--- config.mk ---
export PLATFORM = sky130hd
export DESIGN_NAME = hdlc_sequencer
export DESIGN_NICKNAME = d
export VERILOG_FILES = /design/src/rtl/hdlc_seq_pkg.sv /design/src/rtl/hdlc_seq_rxslot.sv /design/src/rtl/hdlc_sequencer.sv
export SDC_FILE = /design/constraint.sdc
export NUM_CORES = 1
export LEC_CHECK = 0
export BUFFER_PORTS_ARGS = -buffer_cell sky130_fd_sc_hd__buf_2
export CAP_MARGIN = 25
export CORE_ASPECT_RATIO = 0.7
export CORE_MARGIN = 2
export CORE_UTILIZATION = 35
export DETAILED_ROUTE_END_ITERATION = 10
export PLACE_DENSITY_LB_ADDON = 0.12
export SYNTH_ARGS = -nofsm -noshare
export SYNTH_HDL_FRONTEND = slang
export SYNTH_SLANG_ARGS = --single-unit
--- constraint.sdc ---
create_clock -name clk -period 6.75 [get_ports clk]
set_clock_uncertainty 0.05 [all_clocks]
set_input_delay 0.675 -clock clk [delete_from_list [all_inputs] [get_ports clk]]
set_output_delay 0.675 -clock clk [all_outputs]
set_load 0.02 [all_outputs]
--- src/rtl/hdlc_seq_pkg.sv ---
// rtl/hdlc_seq_pkg.sv - Hdlc sequencer register map, bit positions, state encoding
package hdlc_seq_pkg;

    localparam logic [2:0] ADDR_TX_SC   = 3'h0;
    localparam logic [2:0] ADDR_TX_BUFF = 3'h1;
    localparam logic [2:0] ADDR_RX_SC   = 3'h2;
    localparam logic [2:0] ADDR_RX_BUFF = 3'h3;
    localparam logic [2:0] ADDR_RX_LEN  = 3'h4;

    localparam int TX_SC_ENABLE    = 1;
    localparam int TX_SC_ABORT     = 2;
    localparam int RX_SC_DROP      = 1;
    localparam int RX_SC_FRAME_ERR = 2;
    localparam int RX_SC_ABORT     = 3;
    localparam int RX_SC_OVERFLOW  = 4;
    localparam int RX_SC_FCSEN     = 5;

    localparam int MAX_FRAME = 126;

    typedef enum logic [3:0] {
        INIT,
        IDLE,
        TX_WR,
        TX_START,
        TX_WAIT,
        RX_STAT,
        RX_LEN,
        RX_RD,
        RX_DROP
    } state_t;

    function automatic logic [7:0] bit_mask(input int unsigned pos);
        return 8'(1 << pos);
    endfunction

endpackage

--- src/rtl/hdlc_seq_rxslot.sv ---
// rtl/hdlc_seq_rxslot.sv - one-entry RX output register with valid/ready
module hdlc_seq_rxslot (
    input  logic       clk,
    input  logic       rst_n,
    input  logic       push_valid,
    input  logic [7:0] push_data,
    input  logic       push_last,
    input  logic       push_err,
    output logic       rx_valid,
    input  logic       rx_ready,
    output logic [7:0] rx_data,
    output logic       rx_last,
    output logic       rx_err
);

    // The producer only pushes into an empty slot, so push has priority.
    always_ff @(posedge clk or negedge rst_n) begin
        if (!rst_n) begin
            rx_valid <= 1'b0;
            rx_data  <= 8'h00;
            rx_last  <= 1'b0;
            rx_err   <= 1'b0;
        end else if (push_valid) begin
            rx_valid <= 1'b1;
            rx_data  <= push_data;
            rx_last  <= push_last;
            rx_err   <= push_err & push_last;
        end else if (rx_valid && rx_ready) begin
            rx_valid <= 1'b0;
            rx_last  <= 1'b0;
            rx_err   <= 1'b0;
        end
    end

endmodule

--- src/rtl/hdlc_sequencer.sv ---
// rtl/hdlc_sequencer.sv - host byte streams to Hdlc register-bus sequencer
// HDLC_SEQ_FCS_EN: adds the INIT write of FCSen and keeps Rx_SC b5 set on every write.
module hdlc_sequencer
    import hdlc_seq_pkg::*;
(
    input  logic       clk,
    input  logic       rst_n,
    input  logic       tx_valid,
    output logic       tx_ready,
    input  logic [7:0] tx_data,
    input  logic       tx_last,
    input  logic       tx_abort,
    output logic       rx_valid,
    input  logic       rx_ready,
    output logic [7:0] rx_data,
    output logic       rx_last,
    output logic       rx_err,
    output logic [2:0] hdlc_addr,
    output logic       hdlc_we,
    output logic       hdlc_re,
    output logic [7:0] hdlc_wdata,
    input  logic [7:0] hdlc_rdata,
    input  logic       hdlc_rx_ready,
    input  logic       hdlc_tx_done,
    output logic       rx_drop,
    output logic       tx_trunc,
    output logic [7:0] tx_frame_cnt,
    output logic [7:0] rx_frame_cnt,
    output logic       busy
);

`ifdef HDLC_SEQ_FCS_EN
    localparam logic [7:0] RX_SC_FCS   = bit_mask(RX_SC_FCSEN);
    localparam state_t     RESET_STATE = INIT;
`else
    localparam logic [7:0] RX_SC_FCS   = 8'h00;
    localparam state_t     RESET_STATE = IDLE;
`endif

    localparam logic [7:0] TX_SC_EN_VAL    = bit_mask(TX_SC_ENABLE);
    localparam logic [7:0] TX_SC_ABORT_VAL = bit_mask(TX_SC_ABORT);
    localparam logic [7:0] RX_SC_DROP_VAL  = bit_mask(RX_SC_DROP) | RX_SC_FCS;

    state_t     state;
    logic       phase;
    logic [6:0] tx_cnt;
    logic [1:0] wait_cnt;
    logic [7:0] rd_left;
    logic       rd_capture;
    logic       rx_err_cap;

    logic tx_hs;
    logic rx_done_hs;
    logic slot_free;

    assign tx_ready   = (state == TX_WR);
    assign tx_hs      = tx_valid && tx_ready;
    assign rx_done_hs = rx_valid && rx_ready && rx_last;
    assign slot_free  = !rx_valid || rx_ready;
    assign busy       = (state != IDLE) && (state != INIT);

    // Register reads return data one cycle after hdlc_re, so each read state
    // uses phase 0 for the bus cycle and phase 1 to sample hdlc_rdata.
    always_ff @(posedge clk or negedge rst_n) begin
        if (!rst_n) begin
            state        <= RESET_STATE;
            phase        <= 1'b0;
            tx_cnt       <= 7'd0;
            wait_cnt     <= 2'd0;
            rd_left      <= 8'd0;
            rd_capture   <= 1'b0;
            rx_err_cap   <= 1'b0;
            hdlc_addr    <= 3'h0;
            hdlc_we      <= 1'b0;
            hdlc_re      <= 1'b0;
            hdlc_wdata   <= 8'h00;
            rx_drop      <= 1'b0;
            tx_trunc     <= 1'b0;
            tx_frame_cnt <= 8'd0;
            rx_frame_cnt <= 8'd0;
        end else begin
            hdlc_we  <= 1'b0;
            hdlc_re  <= 1'b0;
            rx_drop  <= 1'b0;
            tx_trunc <= 1'b0;
            case (state)
                INIT: begin
                    hdlc_we    <= 1'b1;
                    hdlc_addr  <= ADDR_RX_SC;
                    hdlc_wdata <= RX_SC_FCS;
                    state      <= IDLE;
                end
                IDLE: begin
                    phase <= 1'b0;
                    if (hdlc_rx_ready) begin
                        hdlc_re   <= 1'b1;
                        hdlc_addr <= ADDR_RX_SC;
                        state     <= RX_STAT;
                    end else if (tx_valid) begin
                        state <= TX_WR;
                    end
                end
                TX_WR: begin
                    if (tx_hs) begin
                        hdlc_we    <= 1'b1;
                        hdlc_addr  <= ADDR_TX_BUFF;
                        hdlc_wdata <= tx_data;
                        if (tx_last || tx_cnt == 7'(MAX_FRAME - 1)) begin
                            tx_cnt   <= 7'd0;
                            tx_trunc <= !tx_last;
                            state    <= TX_START;
                        end else begin
                            tx_cnt <= tx_cnt + 7'd1;
                        end
                    end
                end
                TX_START: begin
                    hdlc_we    <= 1'b1;
                    hdlc_addr  <= ADDR_TX_SC;
                    hdlc_wdata <= TX_SC_EN_VAL;
                    wait_cnt   <= 2'd0;
                    state      <= TX_WAIT;
                end
                TX_WAIT: begin
                    if (tx_abort) begin
                        hdlc_we    <= 1'b1;
                        hdlc_addr  <= ADDR_TX_SC;
                        hdlc_wdata <= TX_SC_ABORT_VAL;
                        state      <= IDLE;
                    end else if (hdlc_tx_done && wait_cnt == 2'd2) begin
                        tx_frame_cnt <= tx_frame_cnt + 8'd1;
                        state        <= IDLE;
                    end else if (wait_cnt != 2'd2) begin
                        wait_cnt <= wait_cnt + 2'd1;
                    end
                end
                RX_STAT: begin
                    phase <= !phase;
                    if (phase) begin
                        if (hdlc_rdata[RX_SC_FRAME_ERR] || hdlc_rdata[RX_SC_ABORT]) begin
                            hdlc_we    <= 1'b1;
                            hdlc_addr  <= ADDR_RX_SC;
                            hdlc_wdata <= RX_SC_DROP_VAL;
                            rx_drop    <= 1'b1;
                            state      <= RX_DROP;
                        end else begin
                            rx_err_cap <= hdlc_rdata[RX_SC_OVERFLOW];
                            hdlc_re    <= 1'b1;
                            hdlc_addr  <= ADDR_RX_LEN;
                            state      <= RX_LEN;
                        end
                    end
                end
                RX_LEN: begin
                    phase <= !phase;
                    if (phase) begin
                        if (hdlc_rdata == 8'd0) begin
                            hdlc_we    <= 1'b1;
                            hdlc_addr  <= ADDR_RX_SC;
                            hdlc_wdata <= RX_SC_DROP_VAL;
                            rx_drop    <= 1'b1;
                            state      <= RX_DROP;
                        end else begin
                            rd_left <= hdlc_rdata;
                            state   <= RX_RD;
                        end
                    end
                end
                RX_RD: begin
                    rd_capture <= hdlc_re;
                    // One read in flight at a time; the slot is known empty when its data lands.
                    if (rx_done_hs) begin
                        rx_frame_cnt <= rx_frame_cnt + 8'd1;
                        state        <= IDLE;
                    end else if (rd_left != 8'd0 && !hdlc_re && !rd_capture && slot_free) begin
                        hdlc_re   <= 1'b1;
                        hdlc_addr <= ADDR_RX_BUFF;
                        rd_left   <= rd_left - 8'd1;
                    end
                end
                RX_DROP: begin
                    state <= IDLE;
                end
                default: begin
                    state <= IDLE;
                end
            endcase
        end
    end

    hdlc_seq_rxslot u_rxslot (
        .clk        (clk),
        .rst_n      (rst_n),
        .push_valid ((state == RX_RD) && rd_capture),
        .push_data  (hdlc_rdata),
        .push_last  (rd_left == 8'd0),
        .push_err   (rx_err_cap),
        .rx_valid   (rx_valid),
        .rx_ready   (rx_ready),
        .rx_data    (rx_data),
        .rx_last    (rx_last),
        .rx_err     (rx_err)
    );

endmodule

==> flow_summary_export.csv, run 1 <==
group,metric,value,unit
synthesis,async_flop_share,100,%
floorplan,rows,29,
placed_design,dp_hpwl,5.51,mm
drt,drt_iter0_drc,138,
worst_setup_path,slowest_delay,750,ps
synthesis,syn_nets,359,
global_routing,grt_usage,16.3,%
cells_and_area,fin_nets,425,
worst_setup_path,crit_buf_inv,2,
worst_setup_path,cp_top_family,"flip-flops",
worst_setup_path,worstPathCellList,"nor2b_2 > nand2_1 > inv_2 > buf_2",
clocking,hold_buffers,0,
synthesis,ys.flop_type,"dfrtp_1",
global_routing,grt_max_degree,67,
cells_and_area,diodes,0,
clocking,clk_pin_slew_worst_paths,50,ps
clocking,cts_resized,0,
drt,postRouteAntennaNets,0,
power_and_ir_drop,powerDensity,401,nW/um^2
synthesis,ys_ff_latch,66,
floorplan,start_util,36.6,%
worst_setup_path,cp_slowest_cell,"dfrtp_1",
cells_and_area,area_growth,20.3,%
placed_design,routabilityCongestion,0.831,
drt,drc,0,
timing,slew_headroom,41.5,%
timing,setup_viol,0,
cells_and_area,multi_input_area,1550,sq um
timing,fmax,0.369,GHz
clocking,clock_path_buffers,2,
power_and_ir_drop,ir_drop,0.185,mV
drt,wl,7.90,mm
cells_and_area,final_cell_mix,"buf_2 (67), dfrtp_1 (65), nand2_1 (32)",
floorplan,die_w,121,microns
global_routing,grt_pass1_wl,13.0,mm
synthesis,netlist_area,3380,sq um
cells_and_area,final_common_cell,"buf_2",
worst_setup_path,end_kind,"output pin",
floorplan,dieHeight,86.2,microns
placed_design,portBuffers,67,
clocking,cts_setup_buffers,0,
global_routing,grt_remaining_overflow,0,
power_and_ir_drop,finalPower,1.63,mW
status,status,"completed",
drt,routed_via_density,5.09,
clocking,clkSinkCount,66,
synthesis,avgSynthCellArea,10.3,sq um
synthesis,yosys_warnings,0,
timing,rsz0062_at_grt,"false",
cells_and_area,seqCellArea,1650,sq um
worst_setup_path,critPathRequiredTime,6020,ps
clocking,htree_levels,3,
floorplan,die_area,10500,sq um
cells_and_area,fin_cells,524,
drt,vias,2667,
clocking,cts_buffers,9,
synthesis,ys_seq_area_share,49.0,%
clocking,cts_root_buf,"clkbuf_16",
placed_design,dp_cells,508,
drt,routedWlPerCell,15.1,microns
worst_setup_path,cp.arrival,1990,ps
global_routing,grt_pass1_vias,2576,
timing,drv_slew,0,
synthesis,synth_edf_count,0,
cells_and_area,drive_above_1_share,28.0,%
global_routing,antenna_found_initial,0,
cells_and_area,nFillCells,916,
power_and_ir_drop,leakage,1.96,nW
worst_setup_path,crit_path_start_kind,"register",
floorplan,pin_count,68,
worst_setup_path,worst-setup-path-type,"register to output pin",
timing,min_period_over_period,40.2,%
timing,final.setup.tns,0,ps
job,drv_cap,0,
synthesis,synth_cells,329,
timing,worst_pin_slew,878,ps
drt,firstDrtPassIters,4,
min_path,hold_path_class,"register to register",
clocking,clk_latency,320,ps
synthesis,post_synth_num_cell_types,61,
timing,finalHoldViolCount,0,
worst_setup_path,worstPathMaxFanout,22,
timing,period_needed,2710,ps
floorplan,core_area,9220,sq um
clocking,cts_tree,"built",
-- per-stage QoR --
| stage | area, sq um | worst slack [ps] | util (%) | hold WS, ps |
|---|---|---|---|---|
| 2_1_floorplan | 3380 | 4420 | - | 329 |
| 3_3_place_gp | 3780 | 4080 | 41.0 | 408 |
| 3_5_place_dp | 3780 | 4070 | 41.0 | 409 |
| 4_1_cts | 4060 | 4030 | 44.1 | 420 |
| 5_1_grt | 4060 | 3770 | 44.1 | 442 |
| 6_report | 4060 | 4040 | 44.1 | 423 |
-- layout make-up --
class                   instances  share of cell area [%]
inverters                      17                    1.57
repair buffers                 69                    8.63
clock buffers                  14                    6.75
well taps                     124                    3.82
flip-flops and latches         66                    40.7
clock inverters                 2                   0.247
multi-input cells             232                    38.3
-- flip-flops by register name, summed over array words and instances (netlist names), 2 cells and up --
| register | count |
|---|---|
| rx_frame_cnt | 8 |
| hdlc_addr | 3 |
| tx_cnt | 7 |
| state | 4 |
| hdlc_wdata | 8 |
| tx_frame_cnt | 8 |
| rd_left | 8 |
| u_rxslot.rx_data | 8 |
| wait_cnt | 2 |
-- worst paths after layout --
path / startpoint / to / slack, ps / depth (start not counted)
worst max-delay path: state[1]$_DFFE_PN0P_ / tx_ready / 4040 / 4
worst min-delay path: rx_frame_cnt[7]$_DFFE_PN0P_ / rx_frame_cnt[7]$_DFFE_PN0P_ / 420 / 1
worst max register to register: state[1]$_DFFE_PN0P_ / tx_cnt[6]$_DFFE_PN0P_ / 4040 / 7
worst min register to register: rx_frame_cnt[7]$_DFFE_PN0P_ / rx_frame_cnt[7]$_DFFE_PN0P_ / 420 / 1
max in group asynchronous: rst_n / rd_left[2]$_DFFE_PN0P_ / 5570 / 2
min in group asynchronous: rst_n / tx_cnt[2]$_DFFE_PN0P_ / 480 / 2
-- report_power, final --
group | switching (mW) | leakage (nW) | internal (mW)
sequential | 0.117 | 0.865 | 0.504
clock | 0.161 | 0.143 | 0.277
combinational | 0.326 | 0.952 | 0.243
total | 0.604 | 1.96 | 1.02
-- cells by family after synthesis --
family | share of synthesized area, %
AO/OA/AOI/OAI | 12.5
XOR/XNOR | 3.63
adder cells (fa/ha/maj) | 2.22
buffers and inverters | 5.00
flip-flops | 49.0
multiplexers | 9.04
AND/OR/NAND/NOR | 18.7
-- layer usage --
layer  up-vias  share of wire (%)  GRT usage (%)
li1       1311                  -              -
met1      1258                 51           24.1
met2        89                 40           22.1
met3         9                7.6           5.59
met4         0               0.82           5.02
met5         -                  0              0
-- synthesized netlist by cell type, drive strengths merged (2+ instances only) --
library cell / count / area (sq um)
a31oi: 6 / 52.6
a21oi: 14 / 73.8
nand3b: 2 / 15.0
ha: 6 / 75.1
nor2b: 7 / 46.3
or4: 2 / 16.3
a21o: 3 / 22.5
o211ai: 3 / 22.5
nand4b: 2 / 17.5
nor2: 24 / 92.6
nand2: 32 / 120
o31ai: 4 / 30.0
nor3b: 2 / 15.0
xnor2: 11 / 96.3
o21ai: 17 / 85.1
mux2i: 11 / 110
xor2: 3 / 26.3
o22a: 3 / 27.5
clkbuf: 9 / 55.1
nand4: 10 / 68.8
or3: 3 / 23.8
dfrtp: 65 / 1630
nor4: 5 / 31.3
o22ai: 2 / 12.5
buf: 5 / 50.0
nand3: 11 / 55.1
and3: 5 / 31.3
nor3: 11 / 55.1
mux2: 17 / 195
inv: 17 / 63.8
Power figures use the tool's default switching activity.
==> run 2: changes to the inputs <==
==> constraint.sdc (replaced) <==
create_clock -name clk -period 2.7 [get_ports clk]
set_clock_uncertainty 0.05 [all_clocks]
set_input_delay 0.27 -clock clk [delete_from_list [all_inputs] [get_ports clk]]
set_output_delay 0.27 -clock clk [all_outputs]
set_load 0.02 [all_outputs]
==> flow_summary_export.csv, run 2 (synthesis results as in run 1) <==
group,metric,value,unit
power_and_ir_drop,power_frac_seq,34.4,%
global_routing,grt_pass1_wl,13.2,mm
placed_design,dp_cells,518,
floorplan,die_area,10500,sq um
timing,whs,88.4,ps
worst_setup_path,cp_top_family,"simple AND/OR/NAND/NOR gates",
timing,rsz0062_at_grt,"false",
power_and_ir_drop,powerDensity,1020,nW/um^2
clocking,cts_setup_buffers,0,
clocking,clk_latency,330,ps
placed_design,dpl-instance-area,3860,sq um
power_and_ir_drop,leakage,2.04,nW
timing,setup_ws,203,ps
worst_setup_path,slowest_delay,420,ps
worst_setup_path,crit_buf_inv,1,
worst_setup_path,critPathRequiredTime,2860,ps
worst_setup_path,worstPathMaxFanout,9,
clocking,clk_pin_slew_worst_paths,60,ps
power_and_ir_drop,intPower,2.77,mW
drt,firstDrtPassIters,4,
cells_and_area,drive_above_1_share,29.9,%
clocking,hold_buffers,1,
cells_and_area,area_growth,24.5,%
clocking,clock_path_buffers,2,
power_and_ir_drop,ir_drop,0.485,mV
cells_and_area,fin_util,45.6,%
timing,finalHoldViolCount,0,
power_and_ir_drop,finalPower,4.30,mW
cells_and_area,final_cell_mix,"buf_2 (67), dfrtp_1 (65), nand2_1 (32)",
drt,drc,0,
cells_and_area,stdcell_area,4200,sq um
status,status,"completed",
floorplan,die_w,121,microns
power_and_ir_drop,power_frac_comb,36.7,%
cells_and_area,diodes,0,
global_routing,grt_max_degree,38,
cells_and_area,final_common_cell,"buf_2",
clocking,cts_buffers,9,
floorplan,dieHeight,86.2,microns
timing,drv_slew,0,
floorplan,start_util,36.6,%
power_and_ir_drop,p_switching,1.53,mW
drt,wl,7.93,mm
worst_setup_path,cp_slowest_cell,"or3b_4",
global_routing,grt_remaining_overflow,0,
timing,worst_pin_slew,721,ps
clocking,clkSinkCount,66,
floorplan,core_area,9220,sq um
drt,postRouteAntennaNets,0,
clocking,cts_root_buf,"clkbuf_16",
placed_design,pre_cts_slack,197,ps
power_and_ir_drop,swShare,35.6,%
worst_setup_path,crit_path_start_kind,"register",
timing,final.setup.tns,0,ps
floorplan,pin_count,68,
floorplan,rows,29,
job,drv_cap,0,
min_path,hold_path_class,"input port to register",
drt,routedWlPerCell,14.8,microns
placed_design,dp_hpwl,5.82,mm
worst_setup_path,worstPathCellList,"inv_1 > ha_1 > or3b_4 > or3_4 > a31oi_4 > nand4b_1 > mux2_1",
cells_and_area,fin_cells,535,
worst_setup_path,r2r_slack,200,ps
timing,setup_viol,0,
placed_design,routabilityCongestion,0.791,
worst_setup_path,end_kind,"register",
clocking,cts_resized,0,
timing,period_needed,2500,ps
cells_and_area,fin_nets,436,
clocking,htree_levels,3,
placed_design,portBuffers,67,
worst_setup_path,worst-setup-path-type,"register to register",
timing,slew_headroom,51.9,%
global_routing,antenna_found_initial,0,
global_routing,grt_pass1_vias,2648,
clocking,cts_tree,"built",
timing,fmax,0.400,GHz
drt,drt_iter0_drc,146,
power_and_ir_drop,p_clk_share,28.9,%
worst_setup_path,cp.arrival,2660,ps
global_routing,grt_usage,16.2,%
drt,routed_via_density,5.05,
timing,min_period_over_period,92.5,%
drt,vias,2700,
==> run 2: cell types whose count changed in the layout (fill, tap and decap cells not counted), sizes merged <==
cell | before | now
clkbuf | 14 | 15
dlygate4sd3 | 0 | 1
buf | 69 | 79
bufinv | 0 | 1
clkinv | 2 | 0
==> run 2: power by group through the flow <==
stage	clock, mW	sequential, mW	combinational (mW)
after detailed placement	0	1.49	1.59
after floorplan	0	1.60	1.03
after global placement	0	1.49	1.57
final	1.24	1.48	1.58
after CTS	1.28	1.48	1.59
after global routing	1.32	1.52	1.75
==> run 2: final cells by class <==
class                      instances  area [sq um]
clock buffer                      15           298
multi-input combinational        232          1550
fill                             874          5010
timing repair buffer              80           448
tap                              124           155
inverter                          17          63.8
sequential                        66          1650
clock inverter                     1          30.0
==> run 2: per-layer routing <==
layer	up-vias	share of wire, %	global-route usage (%)
met2	75	41	22.7
met3	9	6.2	4.72
met4	0	1.2	5.22
li1	1332	-	-
met1	1284	52	23.8
met5	-	0	0
==> run 2: worst register-to-register path, stage by stage (launching register included) <==
cell      delay [ps]
dfrtp_1          410
inv_1             70
ha_1             170
or3b_4           420
or3_4            400
a31oi_4          270
nand4b_1         240
mux2_1           350
==> run 2: path summary, 6_finish.rpt <==
check,from,end,cells past startpoint
max,rd_left[0]$_DFFE_PN0P_,hdlc_addr[0]$_DFFE_PN0P_,7
min,tx_last,tx_trunc$_DFF_PN0_,2
max reg2reg,rd_left[0]$_DFFE_PN0P_,hdlc_addr[0]$_DFFE_PN0P_,7
min reg2reg,rx_frame_cnt[7]$_DFFE_PN0P_,rx_frame_cnt[7]$_DFFE_PN0P_,1
max in group asynchronous,rst_n,wait_cnt[1]$_DFFE_PN0P_,3
min in group asynchronous,rst_n,tx_cnt[4]$_DFFE_PN0P_,2
==> run 3: changes to the inputs <==
--- a/config.mk
+++ b/config.mk
@@ -7,10 +7,13 @@
 export LEC_CHECK = 0
 export BUFFER_PORTS_ARGS = -buffer_cell sky130_fd_sc_hd__buf_2
 export CAP_MARGIN = 25
+export CELL_PAD_IN_SITES_DETAIL_PLACEMENT = 1
+export CELL_PAD_IN_SITES_GLOBAL_PLACEMENT = 1
 export CORE_ASPECT_RATIO = 0.7
 export CORE_MARGIN = 2
 export CORE_UTILIZATION = 35
 export DETAILED_ROUTE_END_ITERATION = 10
+export GPL_TIMING_DRIVEN = 0
 export PLACE_DENSITY_LB_ADDON = 0.12
 export SYNTH_ARGS = -nofsm -noshare
 export SYNTH_HDL_FRONTEND = slang
==> flow_summary_export.csv, run 3 (synthesis results as in run 1) <==
group,metric,value,unit
status,status,"finished with violations",
status,violations,"hold timing",
clocking,clk_latency,330,ps
timing,period_needed,2540,ps
drt,routedLengthMet1,4.57,mm
worst_setup_path,critPathRequiredTime,2860,ps
cells_and_area,drive_above_1_share,28.3,%
worst_setup_path,worstPathMaxFanout,5,
clocking,cts_resized,0,
placed_design,dpl-instance-area,3870,sq um
min_path,hold_path_class,"input port to async pin",
clocking,htree_levels,3,
clocking,cts_root_buf,"clkbuf_16",
drt,drc,0,
floorplan,core_area,9220,sq um
drt,wl_met2,3.76,mm
timing,slew_headroom,43.5,%
timing,setup_viol,0,
timing,drv_slew,0,
clocking,clock_path_buffers,2,
clocking,hold_buffers,0,
timing,min_period_over_period,94.1,%
power_and_ir_drop,ir_drop,0.425,mV
power_and_ir_drop,leakage,2.00,nW
floorplan,dieHeight,86.2,microns
job,drv_cap,0,
floorplan,start_util,36.6,%
drt,routed_via_density,5.12,
placed_design,portBuffers,67,
floorplan,pin_count,68,
floorplan,die_w,121,microns
drt,postRouteAntennaNets,0,
global_routing,grt_pass1_wl,14.8,mm
clocking,clk_pin_slew_worst_paths,50,ps
worst_setup_path,cp.arrival,2700,ps
global_routing,grt_pass1_vias,2810,
placed_design,routabilityCongestion,0.783,
drt,wl,8.88,mm
drt,firstDrtPassIters,4,
cells_and_area,final_cell_mix,"buf_2 (67), dfrtp_1 (65), nand2_1 (32)",
worst_setup_path,crit_path_start_kind,"register",
cells_and_area,nFillCells,1073,
timing,worst_pin_slew,848,ps
cells_and_area,area_growth,22.8,%
timing,whs,-4.96,ps
power_and_ir_drop,powerDensity,1000,nW/um^2
worst_setup_path,end_kind,"register",
global_routing,antenna_found_initial,0,
drt,met3_length,406,microns
clocking,cts_tree,"built",
global_routing,grt_remaining_overflow,0,
timing,finalHoldViolCount,2,
clocking,cts_buffers,9,
placed_design,dp_hpwl,6.46,mm
drt,highest_layer,"met4",
drt,routedWlPerCell,16.5,microns
cells_and_area,fin_nets,440,
cells_and_area,final_common_cell,"buf_2",
worst_setup_path,worst-setup-path-type,"register to register",
timing,fmax,0.394,GHz
timing,final.setup.tns,0,ps
cells_and_area,stdcell_area,4150,sq um
drt,vias,2752,
clocking,clkSinkCount,66,
global_routing,grt_max_degree,67,
floorplan,rows,29,
clocking,cts_setup_buffers,0,
cells_and_area,diodes,0,
global_routing,grt_usage,18.5,%
timing,rsz0062_at_grt,"false",
drt,drt_iter0_drc,103,
floorplan,die_area,10500,sq um
-- run 3: changes by cell type in the layout (fill, tap and decap cells not counted), sizes merged --
cell         previous run  this run
bufinv                  1         0
dlygate4sd3             1         0
clkbuf                 15        23
buf                    79        75
-- run 3: cell type report --
cell class | count | area, sq um | area share, %
multi-input cells | 232 | 1550 | 37.5
repair buffers | 70 | 360 | 8.69
inverters | 17 | 63.8 | 1.54
well taps | 124 | 155 | 3.74
clock buffers | 14 | 254 | 6.13
flip-flops and latches | 66 | 1650 | 39.9
plain buffers | 14 | 105 | 2.54
-- run 3: critical path, cell delays in order, from the launching register on --
cell and delay [ps]:
dfrtp_1 410, inv_1 80, ha_1 180, or3b_4 430, or3_4 410, a31oi_4 250
nand4b_1 270, mux2_1 350
-- run 3: final timing paths --
| path | startpoint | to | slack, ps | cells past startpoint |
|---|---|---|---|---|
| max in group asynchronous | rst_n | rx_err_cap$_DFFE_PN0P_ | 2050 | 1 |
| min in group clk | tx_last | tx_trunc$_DFF_PN0_ | 90 | 2 |
| worst max-delay path | rd_left[0]$_DFFE_PN0P_ | hdlc_addr[0]$_DFFE_PN0P_ | 160 | 7 |
| worst max register to register | rd_left[0]$_DFFE_PN0P_ | hdlc_addr[0]$_DFFE_PN0P_ | 160 | 7 |
| worst min register to register | tx_frame_cnt[7]$_DFFE_PN0P_ | tx_frame_cnt[7]$_DFFE_PN0P_ | 420 | 1 |
| worst min-delay path | rst_n | tx_cnt[3]$_DFFE_PN0P_ | -5 | 1 |
-- run 3: where the power goes --
part	switching, mW	internal [mW]
registers	0.200	1.26
logic	0.968	0.691
clock network	0.389	0.636
total	1.56	2.59
-- run 3: metal layers --
| metal | GRT usage [%] | up-vias |
|---|---|---|
| li1 | - | 1341 |
| met1 | 26.2 | 1339 |
| met5 | 0 | - |
| met4 | 6.58 | 0 |
| met3 | 5.12 | 11 |
| met2 | 27.2 | 61 |
-- run 3: metrics by stage --
stage | cells | util [%] | total power, mW | worst slack, ps | hold WS [ps]
finish | 537 | 45.0 | 4.14 | 159 | -4.96
global route | 537 | 45.0 | 4.44 | 81.0 | 60.1
CTS | 534 | 44.7 | 4.18 | 69.8 | 33.8
detailed placement | 520 | 42.0 | 3.13 | 88.7 | 387
global placement | 520 | 41.9 | 3.08 | 133 | 406
floorplan | 329 | - | 2.63 | 371 | -75.6
